## src/rtl/spi_pkg.sv

```systemverilog
// Shared constants for the SPI master: FSM state encoding, SPI mode values
// and the bit positions of CPOL/CPHA inside a 2-bit mode word.
package spi_pkg;

  localparam logic [2:0] ST_IDLE  = 3'd0;
  localparam logic [2:0] ST_SETUP = 3'd1;
  localparam logic [2:0] ST_XFER  = 3'd2;
  localparam logic [2:0] ST_HOLD  = 3'd3;
  localparam logic [2:0] ST_DONE  = 3'd4;

  typedef logic [1:0] spi_mode_t;

  localparam spi_mode_t SPI_MODE0 = 2'b00;
  localparam spi_mode_t SPI_MODE1 = 2'b01;
  localparam spi_mode_t SPI_MODE2 = 2'b10;
  localparam spi_mode_t SPI_MODE3 = 2'b11;

  localparam int CPOL_BIT = 1;
  localparam int CPHA_BIT = 0;

endpackage

```

## src/rtl/spi_sclk_tick.sv

```systemverilog
// Half-period tick generator: one-cycle tick every CLK_DIV cycles while en is
// high; the count is held at zero while en is low so it restarts on en rising.
module spi_sclk_tick #(
  parameter int CLK_DIV = 4
) (
  input  logic clk,
  input  logic rst,
  input  logic en,
  output logic tick
);

  localparam int CW = (CLK_DIV > 1) ? $clog2(CLK_DIV) : 1;
  localparam logic [CW-1:0] LAST = CW'(CLK_DIV - 1);

  logic [CW-1:0] cnt_q, cnt_d;

  always_comb begin
    cnt_d = cnt_q + 1'b1;
    if (!en || (cnt_q == LAST)) begin
      cnt_d = '0;
    end
  end

  always_ff @(posedge clk or negedge rst) begin
    if (!rst) begin
      cnt_q <= '0;
    end else begin
      cnt_q <= cnt_d;
    end
  end

  assign tick = en && (cnt_q == LAST);

endmodule

```

## src/rtl/spi_master_mode_tx.sv

```systemverilog
// Full-duplex SPI master supporting all four CPOL/CPHA modes; one DATA_W-bit
// word per start pulse, MSB first in both directions.
module spi_master_mode_tx
  import spi_pkg::*;
#(
  parameter int DATA_W  = 8,
  parameter int CLK_DIV = 4
) (
  input  logic              clk,
  input  logic              rst,
  input  logic              start,
  input  logic [1:0]        mode,
  input  logic [DATA_W-1:0] din,
  input  logic              miso,
  output logic              sclk,
  output logic              cs,
  output logic              mosi,
  output logic              busy,
  output logic              done,
  output logic [DATA_W-1:0] rx_data
);

  localparam int EW = $clog2(2 * DATA_W);
  localparam logic [EW-1:0] LAST_EDGE = EW'(2 * DATA_W - 1);

  logic [2:0]        state_q, state_d;
  logic [1:0]        mode_q, mode_d;
  logic [DATA_W-1:0] tx_sr_q, tx_sr_d;
  logic [DATA_W-1:0] rx_sr_q, rx_sr_d;
  logic [DATA_W-1:0] rx_data_q, rx_data_d;
  logic [EW-1:0]     edge_q, edge_d;
  logic              sclk_q, sclk_d;
  logic              cs_q, cs_d;
  logic              mosi_q, mosi_d;
  logic              busy_q, busy_d;
  logic              done_q, done_d;
  logic              tick, tick_en;

  assign tick_en = (state_q == ST_SETUP) || (state_q == ST_XFER) || (state_q == ST_HOLD);

  spi_sclk_tick #(.CLK_DIV(CLK_DIV)) u_tick (
    .clk  (clk),
    .rst  (rst),
    .en   (tick_en),
    .tick (tick)
  );

  always_comb begin
    state_d   = state_q;
    mode_d    = mode_q;
    tx_sr_d   = tx_sr_q;
    rx_sr_d   = rx_sr_q;
    rx_data_d = rx_data_q;
    edge_d    = edge_q;
    sclk_d    = sclk_q;
    cs_d      = cs_q;
    mosi_d    = mosi_q;
    busy_d    = busy_q;
    done_d    = 1'b0;
    case (state_q)
      ST_IDLE: begin
        cs_d   = 1'b1;
        mosi_d = 1'b0;
        busy_d = 1'b0;
        sclk_d = mode[CPOL_BIT];
        if (start) begin
          state_d = ST_SETUP;
          mode_d  = mode;
          cs_d    = 1'b0;
          busy_d  = 1'b1;
          edge_d  = '0;
          rx_sr_d = '0;
          // CPHA=0 presents the MSB during setup, so the shifter starts one bit ahead
          tx_sr_d = mode[CPHA_BIT] ? din : (din << 1);
          mosi_d  = mode[CPHA_BIT] ? 1'b0 : din[DATA_W-1];
        end
      end
      ST_SETUP: begin
        if (tick) begin
          state_d = ST_XFER;
        end
      end
      ST_XFER: begin
        if (tick) begin
          sclk_d = ~sclk_q;
          if (edge_q == LAST_EDGE) begin
            state_d = ST_HOLD;
          end else begin
            edge_d = edge_q + 1'b1;
          end
          // even edge index = leading clock edge
          if (!edge_q[0]) begin
            if (mode_q[CPHA_BIT]) begin
              mosi_d  = tx_sr_q[DATA_W-1];
              tx_sr_d = tx_sr_q << 1;
            end else begin
              rx_sr_d = {rx_sr_q[DATA_W-2:0], miso};
            end
          end else begin
            if (mode_q[CPHA_BIT]) begin
              rx_sr_d = {rx_sr_q[DATA_W-2:0], miso};
            end else if (edge_q != LAST_EDGE) begin
              mosi_d  = tx_sr_q[DATA_W-1];
              tx_sr_d = tx_sr_q << 1;
            end
          end
        end
      end
      ST_HOLD: begin
        sclk_d = mode_q[CPOL_BIT];
        if (tick) begin
          state_d   = ST_DONE;
          cs_d      = 1'b1;
          busy_d    = 1'b0;
          done_d    = 1'b1;
          mosi_d    = 1'b0;
          rx_data_d = rx_sr_q;
        end
      end
      ST_DONE: begin
        state_d = ST_IDLE;
        sclk_d  = mode_q[CPOL_BIT];
      end
      default: begin
        state_d = ST_IDLE;
      end
    endcase
  end

  always_ff @(posedge clk or negedge rst) begin
    if (!rst) begin
      state_q   <= ST_IDLE;
      mode_q    <= '0;
      tx_sr_q   <= '0;
      rx_sr_q   <= '0;
      rx_data_q <= '0;
      edge_q    <= '0;
      sclk_q    <= 1'b0;
      cs_q      <= 1'b1;
      mosi_q    <= 1'b0;
      busy_q    <= 1'b0;
      done_q    <= 1'b0;
    end else begin
      state_q   <= state_d;
      mode_q    <= mode_d;
      tx_sr_q   <= tx_sr_d;
      rx_sr_q   <= rx_sr_d;
      rx_data_q <= rx_data_d;
      edge_q    <= edge_d;
      sclk_q    <= sclk_d;
      cs_q      <= cs_d;
      mosi_q    <= mosi_d;
      busy_q    <= busy_d;
      done_q    <= done_d;
    end
  end

  assign sclk    = sclk_q;
  assign cs      = cs_q;
  assign mosi    = mosi_q;
  assign busy    = busy_q;
  assign done    = done_q;
  assign rx_data = rx_data_q;

endmodule

```

## config.mk

```make
export PLATFORM = sky130hd
export DESIGN_NAME = spi_master_mode_tx
export DESIGN_NICKNAME = d
export VERILOG_FILES = /design/src/rtl/spi_pkg.sv /design/src/rtl/spi_sclk_tick.sv /design/src/rtl/spi_master_mode_tx.sv
export SDC_FILE = /design/constraint.sdc
export NUM_CORES = 1
export LEC_CHECK = 0
export ABC_CLOCK_PERIOD_IN_PS = 3000
export BUFFER_PORTS_ARGS = -buffer_cell sky130_fd_sc_hd__buf_4
export CORE_UTILIZATION = 55
export CTS_CLUSTER_SIZE = 10
export DETAILED_ROUTE_END_ITERATION = 8
export GPL_TIMING_DRIVEN = 0
export HOLD_SLACK_MARGIN = 0.02
export PLACE_DENSITY = 0.79
export SETUP_SLACK_MARGIN = 0.4
export SLEW_MARGIN = 20
export SYNTH_ARGS = -nofsm -noshare
export SYNTH_HDL_FRONTEND = slang
export SYNTH_SLANG_ARGS = --single-unit
```

## constraint.sdc

```tcl
create_clock -name clk -period 3 [get_ports clk]
set_clock_uncertainty 0.05 [all_clocks]
set_input_delay 0.3 -clock clk [delete_from_list [all_inputs] [get_ports clk]]
set_output_delay 0.3 -clock clk [all_outputs]
set_load 0.03 [all_outputs]
```

==> flow_summary.yaml <==
yosys:
  synthCells: 185
  synth_top_area_share_pct: 47.3
  yosysTopAreaCell: "dfrtp_1"
  ys.flop_type: "dfrtp_1"
  synth-seq-cells: 40
  synth_edf_count: 0
  ys_seq_area_share_pct: 48.5
  synthArstFlopShare_pct: 100
  synth_area_leaders: "dfrtp_1 47%, mux2_4 5.8%, mux2_2 4.9%"
  synth_cell_types: 47
  syn_area_um2: 2060
  yosysWarnings: 0
  synth_area_per_cell_um2: 11.2
  syn_nets: 201
setup_path:
  reg2reg_slack_ns: 1.12
  worstPathMaxFanout: 8
  cp.arrival_ns: 2.01
  worst_path_max_delay_cell: "dfrtp_1"
  timing.rr.end: "tx_sr_q[7]"
  path_cells: "ha_1 > nand3_1 > nand3b_1 > a31o_1 > buf_6 > mux2_4"
  crit_buf_inv: 1
  startpoint_type: "flop"
  cp-end-kind: "flop"
  r2r_start: "edge_q[0]"
  reg2regPathDepth: 6
  crit_type: "flop to flop"
  worst_ep_required_time_ns: 3.13
  critPathTopFamily: "flip-flops"
  critPathMaxStageDelay_ns: 0.39
cts:
  clk_path_buf_depth: 2
  root_buffer: "clkbuf_8"
  htreeDepth: 2
  cts_buffers: 5
  clkTransAtPathRegs_ns: 0.07
  cts_resized: 0
  cts_tree: "built"
  insertion_delay_ns: 0.29
  cts_setup_buffers: 0
  cts_hold_buf: 1
  clock_sinks: 40
sta:
  hold_slack_ns: 0.208
  finalCritPeriodShare_pct: 62.8
  setup_viol: 0
  timing.slew.headroom_pct: 60.0
  slew_violations: 0
  fin_tns_setup_ns: 0
  hold_viol: 0
  rsz0062_at_grt: "no"
  post-route-min-period_ns: 1.88
  worstMarginPinSlew_ns: 0.601
  fmax_ghz: 0.531
final_layout:
  n_antenna_cell: 0
  design_area_um2: 2430
  ff_latch_area_um2: 1000
  multi_input_area_um2: 975
  n_fill_cell: 284
  drive_gt1_share_pct: 33.8
  layout_common_cells: "39 x dfrtp_1, 27 x buf_4, 16 x nand2_1"
  fin_nets: 234
  mostFrequentLayoutCell: "dfrtp_1"
  area_growth_pct: 17.6
power:
  peakVddDrop_v: 0.000547
  power.density_nw_per_um2: 976
  leakagePower_nw: 1.20
  p_total_w: 0.00237
job:
  max_cap_viol_count: 0
detailed_routing:
  drt-total-wl_mm: 4.31
  drtPass1Iterations: 4
  antenna_left: 0
  drt-initial-drc-count: 71
  wl_per_cell_um: 16.3
  route.vias.total: 1580
  drc: 0
  viasPerCell: 5.96
global_route:
  grt_pass1_vias: 1575
  grt_pass1_wl_mm: 7.36
  grt_overflow: 0
  grtUsageTotal_pct: 23.9
  grt_max_degree: 41
  grt_antenna_before_repair: 0
floorplan:
  die_w_um: 63.3
  design.core.area_um2: 3470
  num_rows: 21
  boundaryPins: 27
  dieArea_um2: 4000
  die-height_um: 63.3
  start_util_pct: 59.5
placement:
  io_buffers: 25
  placed_area_um2: 2310
  routabilityCongestion: 0.800
  hpwl_mm: 3.04
worst_hold_path:
  holdPathEnd: "mode_q[1]"
  hold_depth: 2
  hp-start: "mode[1]"
  hp-class: "input pin to flop"
status:
  status: "finished clean"
worst max-delay path by stage:
stage	slack, ns	cells after the start	to	startpoint
after floorplan	1.33	7	tx_sr_q[0]	u_tick.cnt_q[0]
after global placement	1.23	5	mosi	edge_q[0]
after detailed placement	1.14	6	tx_sr_q[1]	edge_q[0]
after CTS	1.12	6	tx_sr_q[7]	edge_q[0]
after global routing	0.99	5	mosi	edge_q[0]
final	1.12	6	tx_sr_q[7]	edge_q[0]
power breakdown:
part	total (W)	internal (W)	switching, W
sequential	0.000861	0.000732	0.000128
combinational	0.00108	0.000483	0.000593
clock	0.000431	0.000247	0.000184
total	0.00237	0.00146	0.000905
state kept, by name, summed over array words and instances, names as in the netlist:
name	count
busy	1
cs	1
done	1
edge_q	4
mode_q	2
mosi	1
rx_data	8
rx_sr_q	8
sclk	1
state_q	3
tx_sr_q	8
u_tick.cnt_q	2
synth_stat cells, types with 2 or more instances:
cell type / number
a31oi_1: 2
mux2i_1: 9
buf_4: 2
ha_1: 2
nand2_1: 16
mux2_2: 9
dfrtp_1: 39
mux2_4: 8
nand2b_1: 2
nand4_1: 10
a21oi_1: 5
clkbuf_1: 2
xor2_1: 2
and2_1: 2
a21bo_2: 8
nor2_1: 9
o21ai_0: 9
nor2b_1: 4
buf_2: 7
o31ai_1: 2
nand3b_1: 4
mux2_1: 2
inv_1: 4
nor4_1: 3
stage by stage:
| stage | cells | utilization, % | setup WS (ns) |
|---|---|---|---|
| floorplan | 185 | - | 1.33 |
| global route | 265 | 70.0 | 0.988 |
| CTS | 265 | 70.0 | 1.12 |
| finish | 265 | 70.0 | 1.12 |
| detailed placement | 256 | 66.6 | 1.14 |
| global placement | 256 | 66.6 | 1.23 |
cell type report:
class | instances | share of cell area (%)
sequential | 40 | 41.3
multi-input combinational | 128 | 40.2
timing repair buffer | 26 | 8.14
clock buffer | 6 | 2.99
buffer | 13 | 2.99
tap | 46 | 2.37
clock inverter | 2 | 1.44
inverter | 4 | 0.619
kinds of logic (layout without fill, tap and decap cells):
logic type / Yosys count / in the layout / synth area share (%)
fa+ha+maj: 2 / 2 / 1.21
compound gates: 37 / 37 / 13.3
xor+xnor: 2 / 2 / 0.849
flops: 40 / 40 / 48.5
buf+inv: 17 / 51 / 4.24
simple gates: 59 / 59 / 15.6
mux: 28 / 28 / 16.2
metal layers:
layer  up-vias  track usage (%)  part of all wire [%]
li1        740                -                     -
met5         -                0                     0
met1       784             28.0                    42
met3        11             4.53                   4.1
met2        45             41.8                    51
met4         0             11.4                   2.3
worst register-to-register path: cells and delay by family (launching register included):
family                     cells  cell delay, ns
AOI/OAI and AO/OA              1            0.25
adders and majority gates      1            0.24
buffers and inverters          1            0.16
DFF                            1            0.39
muxes                          1            0.30
and+or+nand+nor                2            0.39
Note: power is estimated with default switching activity, not from simulation.
